File: config.mk
export PLATFORM = sky130hd
export DESIGN_NAME = program_loader
export DESIGN_NICKNAME = d
export VERILOG_FILES = /design/src/rtl/loader_pkg.sv /design/src/rtl/word_assembler.sv /design/src/rtl/program_loader.sv
export SDC_FILE = /design/constraint.sdc
export NUM_CORES = 1
export LEC_CHECK = 0
export ABC_CLOCK_PERIOD_IN_PS = 2000
export CORE_MARGIN = 5
export CORE_UTILIZATION = 40
export DETAILED_ROUTE_END_ITERATION = 6
export GPL_TIMING_DRIVEN = 0
export PLACE_DENSITY = 0.7
export SLEW_MARGIN = 20
export SYNTH_ARGS = -nofsm -noshare
export SYNTH_HDL_FRONTEND = slang
export SYNTH_SLANG_ARGS = --single-unit
File: constraint.sdc
create_clock -name CLK -period 2 [get_ports CLK]
set_input_delay 0.2 -clock CLK [delete_from_list [all_inputs] [get_ports CLK]]
set_output_delay 0.2 -clock CLK [all_outputs]
set_load 0.005 [all_outputs]
File: src/rtl/loader_pkg.sv
// Shared types and constants for the boot-time program loader.
package loader_pkg;

  typedef enum logic [2:0] {
    IDLE,
    LEN0,
    LEN1,
    DATA,
    WRITE,
    CHECK,
    DONE,
    ERROR
  } loader_state_t;

  // Length header is two bytes (little-endian word count).
  localparam int HDR_BYTES      = 2;
  // Instruction words are assembled from four bytes, LSB first.
  localparam int BYTES_PER_WORD = 4;

endpackage

File: src/rtl/word_assembler.sv
// Shifts incoming bytes into a little-endian word and flags the byte that
// completes it. The merged word is presented combinationally so the write
// can be launched on the same edge the last byte is accepted.
module word_assembler
  import loader_pkg::*;
#(
  parameter int data_bits = 32
) (
  input  logic                 clk,
  input  logic                 rst_n,
  input  logic                 clear,
  input  logic                 shift_en,
  input  logic [7:0]           byte_in,
  output logic [data_bits-1:0] word,
  output logic                 word_ready
);

  logic [data_bits-1:0] word_q;
  logic [1:0]           byte_cnt_q;

  // Merge the current byte into its lane of the partially built word.
  always_comb begin
    word = word_q;
    if (shift_en) begin
      word[{byte_cnt_q, 3'b000} +: 8] = byte_in;
    end
    word_ready = shift_en && (byte_cnt_q == 2'(BYTES_PER_WORD - 1));
  end

  // Byte position within the word; wraps naturally after the fourth byte.
  always_ff @(posedge clk or negedge rst_n) begin
    if (!rst_n) begin
      byte_cnt_q <= '0;
    end else if (clear) begin
      byte_cnt_q <= '0;
    end else if (shift_en) begin
      byte_cnt_q <= byte_cnt_q + 2'd1;
    end
  end

  // Word storage; every lane is rewritten before the next word completes.
  always_ff @(posedge clk) begin
    if (clear) begin
      word_q <= '0;
    end else if (shift_en) begin
      word_q <= word;
    end
  end

endmodule

File: src/rtl/program_loader.sv
// Boot-time loader: parses a length-prefixed byte stream, writes the
// assembled words into instruction memory from address 0, verifies an XOR
// checksum and releases the core from reset only after a clean load.
module program_loader
  import loader_pkg::*;
#(
  parameter int data_bits           = 32,
  parameter int memory_size         = 1024,
  parameter int memory_address_bits = $clog2(memory_size)
) (
  input  logic                           CLK,
  input  logic                           RESET_N,
  input  logic                           start,
  input  logic [7:0]                     rx_data,
  input  logic                           rx_valid,
  output logic                           rx_ready,
  output logic                           imem_wr_en,
  output logic [memory_address_bits-1:0] imem_addr,
  output logic [data_bits-1:0]           imem_wr_data,
  output logic                           core_reset_n,
  output logic                           busy,
  output logic                           done,
  output logic                           error
);

  localparam int LEN_W = HDR_BYTES * 8;
  // One extra bit so the index can reach memory_size on the last word.
  localparam int IDX_W = memory_address_bits + 1;
  localparam logic [LEN_W:0] MAX_WORDS = (LEN_W + 1)'(memory_size);

  loader_state_t        state_q, state_d;
  logic [7:0]           len_lo_q;
  logic [LEN_W-1:0]     n_q;
  logic [LEN_W-1:0]     n_rx;
  logic [IDX_W-1:0]     idx_q;
  logic [7:0]           acc_q;
  logic                 accept;
  logic                 load_start;
  logic                 shift_en;
  logic                 word_ready;
  logic [data_bits-1:0] asm_word;

  assign accept     = rx_valid && rx_ready;
  assign load_start = start && (state_q == IDLE || state_q == DONE || state_q == ERROR);
  assign shift_en   = accept && (state_q == DATA);
  assign n_rx       = {rx_data, len_lo_q};

  word_assembler #(
    .data_bits (data_bits)
  ) u_word_assembler (
    .clk        (CLK),
    .rst_n      (RESET_N),
    .clear      (load_start),
    .shift_en   (shift_en),
    .byte_in    (rx_data),
    .word       (asm_word),
    .word_ready (word_ready)
  );

  // State register.
  always_ff @(posedge CLK or negedge RESET_N) begin
    if (!RESET_N) begin
      state_q <= IDLE;
    end else begin
      state_q <= state_d;
    end
  end

  // Next-state logic; every byte-consuming state advances only on accept.
  always_comb begin
    state_d = state_q;
    case (state_q)
      IDLE, DONE, ERROR: if (load_start) state_d = LEN0;
      LEN0:              if (accept) state_d = LEN1;
      LEN1: begin
        if (accept) begin
          if (n_rx == '0 || {1'b0, n_rx} > MAX_WORDS) state_d = ERROR;
          else                                        state_d = DATA;
        end
      end
      DATA:              if (word_ready) state_d = WRITE;
      WRITE:             state_d = (LEN_W'(idx_q + 1'b1) == n_q) ? CHECK : DATA;
      CHECK: begin
        if (accept) state_d = (rx_data == acc_q) ? DONE : ERROR;
      end
      default:           state_d = IDLE;
    endcase
  end

  // Word index: cleared at load start, advanced once per memory write.
  always_ff @(posedge CLK or negedge RESET_N) begin
    if (!RESET_N) begin
      idx_q <= '0;
    end else if (load_start) begin
      idx_q <= '0;
    end else if (state_q == WRITE) begin
      idx_q <= idx_q + 1'b1;
    end
  end

  // Header bytes and running payload checksum.
  always_ff @(posedge CLK) begin
    if (accept && state_q == LEN0) len_lo_q <= rx_data;
    if (accept && state_q == LEN1) n_q <= n_rx;
    if (load_start)    acc_q <= '0;
    else if (shift_en) acc_q <= acc_q ^ rx_data;
  end

  // Registered outputs decoded from the state being entered, so they are
  // valid in the same cycle the FSM occupies that state.
  always_ff @(posedge CLK or negedge RESET_N) begin
    if (!RESET_N) begin
      rx_ready     <= 1'b0;
      imem_wr_en   <= 1'b0;
      imem_addr    <= '0;
      imem_wr_data <= '0;
      core_reset_n <= 1'b0;
      busy         <= 1'b0;
      done         <= 1'b0;
      error        <= 1'b0;
    end else begin
      rx_ready     <= (state_d == LEN0) || (state_d == LEN1) ||
                      (state_d == DATA) || (state_d == CHECK);
      busy         <= (state_d == LEN0) || (state_d == LEN1) || (state_d == DATA) ||
                      (state_d == WRITE) || (state_d == CHECK);
      imem_wr_en   <= (state_d == WRITE);
      core_reset_n <= (state_d == DONE);
      done         <= (state_d == DONE);
      error        <= (state_d == ERROR);
      if (state_d == WRITE) begin
        imem_addr    <= idx_q[memory_address_bits-1:0];
        imem_wr_data <= asm_word;
      end
    end
  end

endmodule

==> results of run 1 <==
per-stage QoR:
stage / std cells / hold slack, ps / setup TNS [ps] / util (%) / total power [W]
finish: 762 / 137 / 0 / 53.2 / 0.00900
global route: 762 / 159 / -14.4 / 53.2 / 0.00945
CTS: 758 / 133 / -5110 / 52.1 / 0.00880
detailed placement: 725 / 20.7 / -10500 / 47.6 / 0.00585
global placement: 724 / 437 / -83580 / 47.4 / 0.00573
floorplan: 493 / -95.6 / 0 / - / 0.00480
repair_timing:
item	CTS	global route
endpoints found under the setup margin	50	59
endpoints found under the hold margin	63	0
pin swaps	0	0
gates resized for setup	2	18
cloned	0	0
hold buffers	1	0
setup buffers	0	4
layer usage:
layer / track usage, % / vias to the layer above / wire, µm
li1: - / 1891 / -
met1: 20.3 / 1902 / 5460
met2: 26.1 / 111 / 5960
met3: 4.97 / 25 / 621
met4: 5.22 / 0 / 229
met5: 0 / - / 0
how the worst max path moves through the flow:
| stage | from | to | slack (ps) | cells after the start |
|---|---|---|---|---|
| floorplan | u_word_assembler.byte_cnt_q[0] | imem_wr_data[0] | 200 | 6 |
| global placement | RESET_N | imem_wr_data[10] | -1220 | 1 |
| detailed placement | rx_data[2] | busy | -280 | 8 |
| CTS | u_word_assembler.byte_cnt_q[0] | imem_wr_data[1] | -190 | 6 |
| global route | state_q[2] | busy | -10 | 7 |
| finish | state_q[2] | busy | 50 | 7 |
cells by family after synthesis:
group                      Yosys count  synth area share (%)
AOI/OAI and AO/OA                  106                  12.4
buffers and inverters               40                  3.88
muxes                               10                  2.16
xor gates and xnor gates            36                  6.19
adders and majority gates            6                  1.44
DFF                                119                  56.3
and+or+nand+nor                    176                  17.6
Yosys cell counts (all sizes together) (2+ instances only):
cell    count  share of area, %
nand3b      3              0.43
and2        6              0.74
a211oi      2              0.29
a22o       11               1.9
dfxtp      32                12
a31oi       5              0.60
nand2      48               3.5
nand2b      2              0.24
ha          6               1.4
a21oi      33               3.2
buf        14               2.0
o21ai      38               3.7
nor4        4               1.2
nand3      10               1.2
and3       31               3.8
nor2       52               3.9
xor2       16               2.7
nand4       5              0.60
xnor2      20               3.5
or3         4              0.48
nor3        4              0.38
nor3b       3              0.43
a21o        5              0.72
dfrtp      63                30
clkbuf     18               1.3
inv         8              0.58
mux2       10               2.2
edfxtp     24                14
o31ai       3              0.53
sequential cells by signal, summed over array words and instances (netlist names):
register and cells:
acc_q 8, n_q 16, done 1, busy 1, imem_addr 10, imem_wr_data 32
state_q 3, u_word_assembler.word_q 24, idx_q 11, error 1, rx_ready 1, u_word_assembler.byte_cnt_q 2
imem_wr_en 1, len_lo_q 8
power breakdown:
| part | total (W) | switching (W) | internal [W] |
|---|---|---|---|
| Clock | 0.00293 | 0.00104 | 0.00188 |
| Sequential | 0.00344 | 0.000383 | 0.00306 |
| Combinational | 0.00263 | 0.00133 | 0.00131 |
critical path: cells and delay by family (launching register included):
family,cells,cell delay [ps]
AOI/OAI and AO/OA,2,360
buffers and inverters,1,100
DFF,1,460
and+or+nand+nor,4,870
final cells by class:
type	count	area (µm²)	share of cell area [%]
plain buffers	32	175	2.59
clock buffers	23	468	6.92
clock inverters	9	98.8	1.46
inverters	8	33.8	0.500
multi-input cells	334	2170	32.2
flip-flops and latches	119	2940	43.5
well taps	172	215	3.18
repair buffers	65	656	9.69
==> impl_metrics.xml, run 1 <==
<?xml version="1.0" encoding="UTF-8"?>
<metrics>
  <group name="detailed_routing">
    <metric name="route.detailed.vias_per_inst" unit="">5.16</metric>
    <metric name="antenna_violating_nets_post_route" unit="">0</metric>
    <metric name="routedWlPerCell" unit="µm">16.1</metric>
    <metric name="route.vias.total" unit="">3929</metric>
    <metric name="drt_iter0_drc" unit="">297</metric>
    <metric name="remaining_drc_errors" unit="">0</metric>
    <metric name="number_of_optimization_iterations_in_the_first_detailed_route_pass" unit="">5</metric>
    <metric name="postRouteWirelength" unit="mm">12.3</metric>
  </group>
  <group name="layout">
    <metric name="post_route_cells_drive_above_1_share" unit="%">15.4</metric>
    <metric name="fillCellCount" unit="">1148</metric>
    <metric name="final_common_cell" unit="">sky130_fd_sc_hd__dfrtp_1</metric>
    <metric name="final_cell_mix" unit="">60 x sky130_fd_sc_hd__dfrtp_1, 58 x sky130_fd_sc_hd__clkdlybuf4s50_1, 50 x sky130_fd_sc_hd__nor2_1</metric>
    <metric name="layout-area-overhead-vs-synth" unit="%">29.6</metric>
    <metric name="final_net_count" unit="">595</metric>
    <metric name="final_design_area_no_fill" unit="mm²">0.00676</metric>
    <metric name="insertedDiodeCount" unit="">0</metric>
  </group>
  <group name="grt">
    <metric name="track_usage" unit="%">16.0</metric>
    <metric name="vias_in_the_first_global_route" unit="">3914</metric>
    <metric name="grt.overflow.total" unit="">0</metric>
    <metric name="antenna_found_initial" unit="">0</metric>
    <metric name="grt_pass1_wl" unit="mm">20.0</metric>
    <metric name="grt_start_max_net_pins" unit="">59</metric>
  </group>
  <group name="critical_path">
    <metric name="worst_setup_path_start_kind" unit="">register</metric>
    <metric name="register_to_register_setup_slack" unit="ps">50</metric>
    <metric name="beginning_of_the_worst_register_to_register_path" unit="">state_q[2]</metric>
    <metric name="worst_ep_required_time" unit="ps">2280</metric>
    <metric name="end_kind" unit="">register</metric>
    <metric name="critical_path.reg2reg.endpoint" unit="">busy</metric>
    <metric name="timing.critical_path.cells" unit="">nand2b_1 -&gt; nor2_4 -&gt; nand2_2 -&gt; inv_1 -&gt; a21o_1 -&gt; or3_1 -&gt; a21boi_1</metric>
    <metric name="critical-path-slowest-cell" unit="">sky130_fd_sc_hd__dfrtp_1</metric>
    <metric name="worstSetupPathType" unit="">reg -&gt; reg</metric>
    <metric name="reg2regPathDepth" unit="">7</metric>
    <metric name="crit_path_max_incr_delay" unit="ps">460</metric>
    <metric name="critical_path_arrival" unit="ps">2230</metric>
    <metric name="crit_path_max_fanout" unit="">6</metric>
  </group>
  <group name="placement">
    <metric name="dp_slack" unit="ps">-284</metric>
    <metric name="port-buffer-count" unit="">59</metric>
    <metric name="hpwlAfterDp" unit="mm">8.66</metric>
    <metric name="finalWeightedCongestion" unit="">0.808</metric>
    <metric name="place_area" unit="mm²">0.00605</metric>
  </group>
  <group name="floorplanning">
    <metric name="rows" unit="">41</metric>
    <metric name="die_y" unit="µm">124</metric>
    <metric name="die_width" unit="µm">124</metric>
    <metric name="top_level_ports" unit="">60</metric>
    <metric name="initial_standard_cell_utilization_of_the_core" unit="%">41.0</metric>
    <metric name="placeableCoreArea" unit="mm²">0.0127</metric>
    <metric name="total_die_area" unit="mm²">0.0154</metric>
  </group>
  <group name="clock_network">
    <metric name="cts_inserted_buffers" unit="">17</metric>
    <metric name="cts_clock_pin_slew_for_the_worst_setup_and_hold_paths" unit="ps">50</metric>
    <metric name="clock_tree.root_cell" unit="">sky130_fd_sc_hd__clkbuf_16</metric>
    <metric name="worstSkewPairLatency" unit="ps">420</metric>
    <metric name="h-tree-depth" unit="">4</metric>
    <metric name="tritoncts" unit="">built</metric>
    <metric name="cts_max_path_buffers" unit="">2</metric>
    <metric name="cts.sink_count" unit="">119</metric>
  </group>
  <group name="sta">
    <metric name="setup_slack" unit="ps">47.4</metric>
    <metric name="worst_slew_margin" unit="%">52.0</metric>
    <metric name="clock.fmax" unit="GHz">0.512</metric>
    <metric name="rsz0062_at_grt" unit="">true</metric>
    <metric name="slew_violations" unit="">0</metric>
    <metric name="worst_slew_pin_slew" unit="ps">718</metric>
    <metric name="final.min_clock_period" unit="ps">1950</metric>
    <metric name="setup_viol" unit="">0</metric>
    <metric name="final_hold_viol_count" unit="">0</metric>
    <metric name="clock-skew-final" unit="ps">10.3</metric>
    <metric name="finalCritPeriodShare" unit="%">97.6</metric>
  </group>
  <group name="pwr">
    <metric name="power_density" unit="mW/mm²">1330</metric>
    <metric name="worst_supply_voltage_drop_on_vdd" unit="V">0.000712</metric>
    <metric name="p_leak" unit="nW">2.85</metric>
  </group>
  <group name="synthesis">
    <metric name="synth.net_count" unit="">511</metric>
    <metric name="synth.cell_area" unit="mm²">0.00522</metric>
    <metric name="asyncSetResetFlopFracSynth" unit="%">52.9</metric>
    <metric name="ys.flop_type" unit="">sky130_fd_sc_hd__dfrtp_1</metric>
    <metric name="count_of_different_cell_masters_after_synthesis" unit="">61</metric>
    <metric name="postSynthAreaPerCell" unit="µm²">10.6</metric>
    <metric name="netlist_instances" unit="">493</metric>
    <metric name="seq_area_frac_synth" unit="%">56.3</metric>
    <metric name="yosysWarningCount" unit="">0</metric>
    <metric name="synth_enable_flop_cells" unit="">24</metric>
    <metric name="synth-seq-cells" unit="">119</metric>
  </group>
  <group name="min_path">
    <metric name="min_path_type" unit="">in -&gt; async</metric>
  </group>
  <group name="flow_run">
    <metric name="count_of_max_cap_constraint_violations" unit="">0</metric>
  </group>
  <group name="status">
    <metric name="outcome" unit="">finished, final reports clean</metric>
  </group>
</metrics>
Power figures use the tool's default switching activity.
==> run 2, diff against run 1 <==
ABC_AREA = 1   (was unset)
==> impl_metrics.xml, run 2 <==
<?xml version="1.0" encoding="UTF-8"?>
<metrics>
  <group name="detailed_routing">
    <metric name="antenna_violating_nets_post_route" unit="">0</metric>
    <metric name="route.detailed.vias_per_inst" unit="">5.01</metric>
    <metric name="number_of_optimization_iterations_in_the_first_detailed_route_pass" unit="">4</metric>
    <metric name="wl_met2" unit="mm">6.46</metric>
    <metric name="route.vias.total" unit="">4508</metric>
    <metric name="routedWlPerCell" unit="µm">14.7</metric>
    <metric name="drt-met1-wl" unit="mm">5.65</metric>
    <metric name="routed_met3_length" unit="µm">644</metric>
    <metric name="postRouteWirelength" unit="mm">13.2</metric>
    <metric name="remaining_drc_errors" unit="">0</metric>
    <metric name="drt_iter0_drc" unit="">381</metric>
    <metric name="route.top_layer_used" unit="">met4</metric>
  </group>
  <group name="synthesis">
    <metric name="yosysWarningCount" unit="">0</metric>
    <metric name="netlist_top_cells_area" unit="">sky130_fd_sc_hd__dfrtp_1 30%, sky130_fd_sc_hd__edfxtp_1 14%, sky130_fd_sc_hd__dfxtp_1 12%</metric>
    <metric name="postSynthAreaPerCell" unit="µm²">8.49</metric>
    <metric name="fraction_of_synthesized_cell_area_taken_by_the_top_area_cell_type" unit="%">29.8</metric>
    <metric name="post_synth_top_cells" unit="">157 x sky130_fd_sc_hd__nand2_1, 77 x sky130_fd_sc_hd__o21ai_0, 63 x sky130_fd_sc_hd__dfrtp_1</metric>
    <metric name="count_of_different_cell_masters_after_synthesis" unit="">33</metric>
    <metric name="synth.net_count" unit="">641</metric>
    <metric name="synth_enable_flop_cells" unit="">24</metric>
    <metric name="asyncSetResetFlopFracSynth" unit="%">52.9</metric>
    <metric name="seq_area_frac_synth" unit="%">55.5</metric>
    <metric name="netlist_instances" unit="">623</metric>
    <metric name="synth.cell_area" unit="mm²">0.00529</metric>
    <metric name="ys.flop_type" unit="">sky130_fd_sc_hd__dfrtp_1</metric>
    <metric name="synth_area_leader_cell" unit="">sky130_fd_sc_hd__dfrtp_1</metric>
    <metric name="synth-seq-cells" unit="">119</metric>
    <metric name="yosys.cell_count.top_type" unit="">sky130_fd_sc_hd__nand2_1</metric>
  </group>
  <group name="grt">
    <metric name="grt_pass1_wl" unit="mm">21.7</metric>
    <metric name="track_usage" unit="%">17.2</metric>
    <metric name="grt_start_max_net_pins" unit="">37</metric>
    <metric name="antenna_found_initial" unit="">0</metric>
    <metric name="vias_in_the_first_global_route" unit="">4529</metric>
    <metric name="grt.overflow.total" unit="">0</metric>
  </group>
  <group name="sta">
    <metric name="setup_total_negative_slack" unit="ps">0</metric>
    <metric name="final_hold_viol_count" unit="">0</metric>
    <metric name="worst_slew_margin" unit="%">58.3</metric>
    <metric name="rsz0062_at_grt" unit="">true</metric>
    <metric name="final.min_clock_period" unit="ps">1950</metric>
    <metric name="hold_slack" unit="ps">247</metric>
    <metric name="clock-skew-final" unit="ps">5.44</metric>
    <metric name="clock.fmax" unit="GHz">0.512</metric>
    <metric name="slew_violations" unit="">0</metric>
    <metric name="finalCritPeriodShare" unit="%">97.7</metric>
    <metric name="worst_slew_pin_slew" unit="ps">623</metric>
    <metric name="setup_viol" unit="">0</metric>
  </group>
  <group name="clock_network">
    <metric name="cts_clock_pin_slew_for_the_worst_setup_and_hold_paths" unit="ps">60</metric>
    <metric name="cts.sink_count" unit="">119</metric>
    <metric name="h-tree-depth" unit="">4</metric>
    <metric name="worstSkewPairLatency" unit="ps">420</metric>
    <metric name="cts_inserted_buffers" unit="">17</metric>
    <metric name="cts_max_path_buffers" unit="">2</metric>
    <metric name="clock_tree.root_cell" unit="">sky130_fd_sc_hd__clkbuf_16</metric>
    <metric name="tritoncts" unit="">built</metric>
  </group>
  <group name="critical_path">
    <metric name="register_to_register_setup_slack" unit="ps">50</metric>
    <metric name="crit_path_max_incr_delay" unit="ps">440</metric>
    <metric name="critical_path_arrival" unit="ps">2240</metric>
    <metric name="timing.critical_path.cells" unit="">ha_4 -&gt; nand2_8 -&gt; nor2_2 -&gt; nand2_1 -&gt; nand2_1 -&gt; and2_4 -&gt; nor2_2 -&gt; nor2_1 -&gt; nand2_1 -&gt; o21ai_1 -&gt; nand2_1 -&gt; nand3_1 -&gt; nand3_1</metric>
    <metric name="beginning_of_the_worst_register_to_register_path" unit="">idx_q[1]</metric>
    <metric name="critical_path.reg2reg.endpoint" unit="">busy</metric>
    <metric name="worstSetupPathType" unit="">reg -&gt; reg</metric>
    <metric name="reg2regPathDepth" unit="">13</metric>
    <metric name="crit_path_max_fanout" unit="">7</metric>
    <metric name="worst_setup_path_start_kind" unit="">register</metric>
    <metric name="critical-path-top-cell-by-count" unit="">sky130_fd_sc_hd__nand2_1</metric>
    <metric name="end_kind" unit="">register</metric>
    <metric name="worst_ep_required_time" unit="ps">2290</metric>
    <metric name="critical-path-slowest-cell" unit="">sky130_fd_sc_hd__dfrtp_2</metric>
  </group>
  <group name="layout">
    <metric name="post_route_cells_drive_above_1_share" unit="%">14.8</metric>
    <metric name="final_common_cell" unit="">sky130_fd_sc_hd__nand2_1</metric>
    <metric name="insertedDiodeCount" unit="">0</metric>
    <metric name="top_register" unit="">imem_wr_data</metric>
    <metric name="largest_registers_ranked_by_flip_flop_count" unit="">imem_wr_data: 32 flops, u_word_assembler.word_q: 24 flops, n_q: 16 flops</metric>
    <metric name="final_cell_mix" unit="">150 x sky130_fd_sc_hd__nand2_1, 60 x sky130_fd_sc_hd__o21ai_0, 59 x sky130_fd_sc_hd__dfrtp_1</metric>
    <metric name="number_of_flip_flops_in_the_largest_register" unit="">32</metric>
    <metric name="layout.core_utilization" unit="%">53.8</metric>
    <metric name="layout-area-overhead-vs-synth" unit="%">33.1</metric>
    <metric name="final_net_count" unit="">728</metric>
  </group>
  <group name="floorplanning">
    <metric name="die_y" unit="µm">125</metric>
    <metric name="placeableCoreArea" unit="mm²">0.0131</metric>
    <metric name="total_die_area" unit="mm²">0.0156</metric>
    <metric name="initial_standard_cell_utilization_of_the_core" unit="%">40.4</metric>
    <metric name="die_width" unit="µm">125</metric>
    <metric name="rows" unit="">42</metric>
    <metric name="top_level_ports" unit="">60</metric>
  </group>
  <group name="pwr">
    <metric name="worst_supply_voltage_drop_on_vdd" unit="V">0.000643</metric>
    <metric name="p_sw_share" unit="%">34.4</metric>
    <metric name="power_density" unit="mW/mm²">1250</metric>
    <metric name="power.share.sequential" unit="%">35.1</metric>
    <metric name="power" unit="W">0.00880</metric>
    <metric name="share_comb_of_total_power" unit="%">29.8</metric>
    <metric name="p_leak" unit="nW">3.01</metric>
    <metric name="internal_power" unit="W">0.00578</metric>
    <metric name="switchingPower" unit="W">0.00303</metric>
    <metric name="clockPowerShare" unit="%">35.1</metric>
  </group>
  <group name="flow_run">
    <metric name="count_of_max_cap_constraint_violations" unit="">0</metric>
  </group>
  <group name="placement">
    <metric name="port-buffer-count" unit="">59</metric>
    <metric name="hpwlAfterDp" unit="mm">9.40</metric>
    <metric name="finalWeightedCongestion" unit="">0.876</metric>
  </group>
  <group name="status">
    <metric name="outcome" unit="">finished, final reports clean</metric>
  </group>
  <group name="min_path">
    <metric name="min_path_type" unit="">in -&gt; async</metric>
  </group>
</metrics>
==> run 2: cell types whose count changed after synthesis, sizes merged, moves of 15 or more <==
cell | previous run | this run
inv | 8 | 62
xnor2 | 20 | 3
and3 | 31 | 0
nand3 | 10 | 37
nor2 | 52 | 67
a21oi | 33 | 11
nand2 | 48 | 160
o21ai | 38 | 79
==> run 2: area by class of cell <==
class	count	area (µm²)
plain buffers	25	139
clock buffers	20	468
clock inverters	12	143
fillers	1166	6040
inverters	65	256
multi-input cells	414	2200
flip-flops and latches	119	2940
well taps	176	220
repair buffers	68	673
==> run 2: worst max-delay path: cells and delay by family, from the launching register on <==
kind	cells	cell delay, ps
flops	1	440
simple gates	11	1020
fa+ha+maj	1	210
compound gates	1	150
==> run 2: worst max-delay path by stage <==
stage | from | to
2_1_floorplan | u_word_assembler.byte_cnt_q[0] | imem_wr_data[10]
3_3_place_gp | RESET_N | imem_wr_data[1]
3_5_place_dp | u_word_assembler.byte_cnt_q[0] | imem_wr_data[20]
4_1_cts | state_q[2] | idx_q[0]
5_1_grt | idx_q[1] | done
6_report | idx_q[1] | busy
==> run 2: routing by layer <==
layer	GRT usage [%]	vias to the layer above
met3	5.20	42
met4	8.67	0
li1	-	2206
met5	0	-
met2	28.8	139
met1	20.0	2121
==> run 2: through the flow <==
step	setup slack (ps)	cells	area [µm²]
after floorplan	-19.3	623	5300
after global placement	-1330	858	6110
after detailed placement	-470	859	6130
after CTS	15.9	893	6850
after global routing	-122	899	7040
final	46.0	899	7040
==> run 2: cells by family (layout without fill, tap and decap cells) <==
kind of cell | after synthesis | count (layout) | synth area share, %
AND/OR/NAND/NOR | 289 | 289 | 23.5
flip-flops | 119 | 119 | 55.5
AO/OA/AOI/OAI | 109 | 109 | 11.3
buffers and inverters | 90 | 190 | 6.58
XOR/XNOR | 10 | 10 | 1.66
adder cells (fa/ha/maj) | 6 | 6 | 1.42
==> run 2: power groups by stage <==
stage | sequential (W) | combinational, W | clock (W)
floorplan | 0.00307 | 0.00147 | 0
global placement | 0.00309 | 0.00205 | 0
detailed placement | 0.00311 | 0.00215 | 0
CTS | 0.00307 | 0.00233 | 0.00313
global route | 0.00313 | 0.00292 | 0.00326
finish | 0.00309 | 0.00263 | 0.00309
==> run 2: timing repair <==
| action | 4_1_cts | 5_1_grt |
|---|---|---|
| setup endpoints to repair | 68 | 88 |
| setup buffers | 1 | 6 |
| hold buffers | 1 | 0 |
| gates cloned | 0 | 0 |
| pin swaps | 1 | 16 |
| resized for setup | 28 | 58 |
| endpoints found under the hold margin | 27 | 0 |
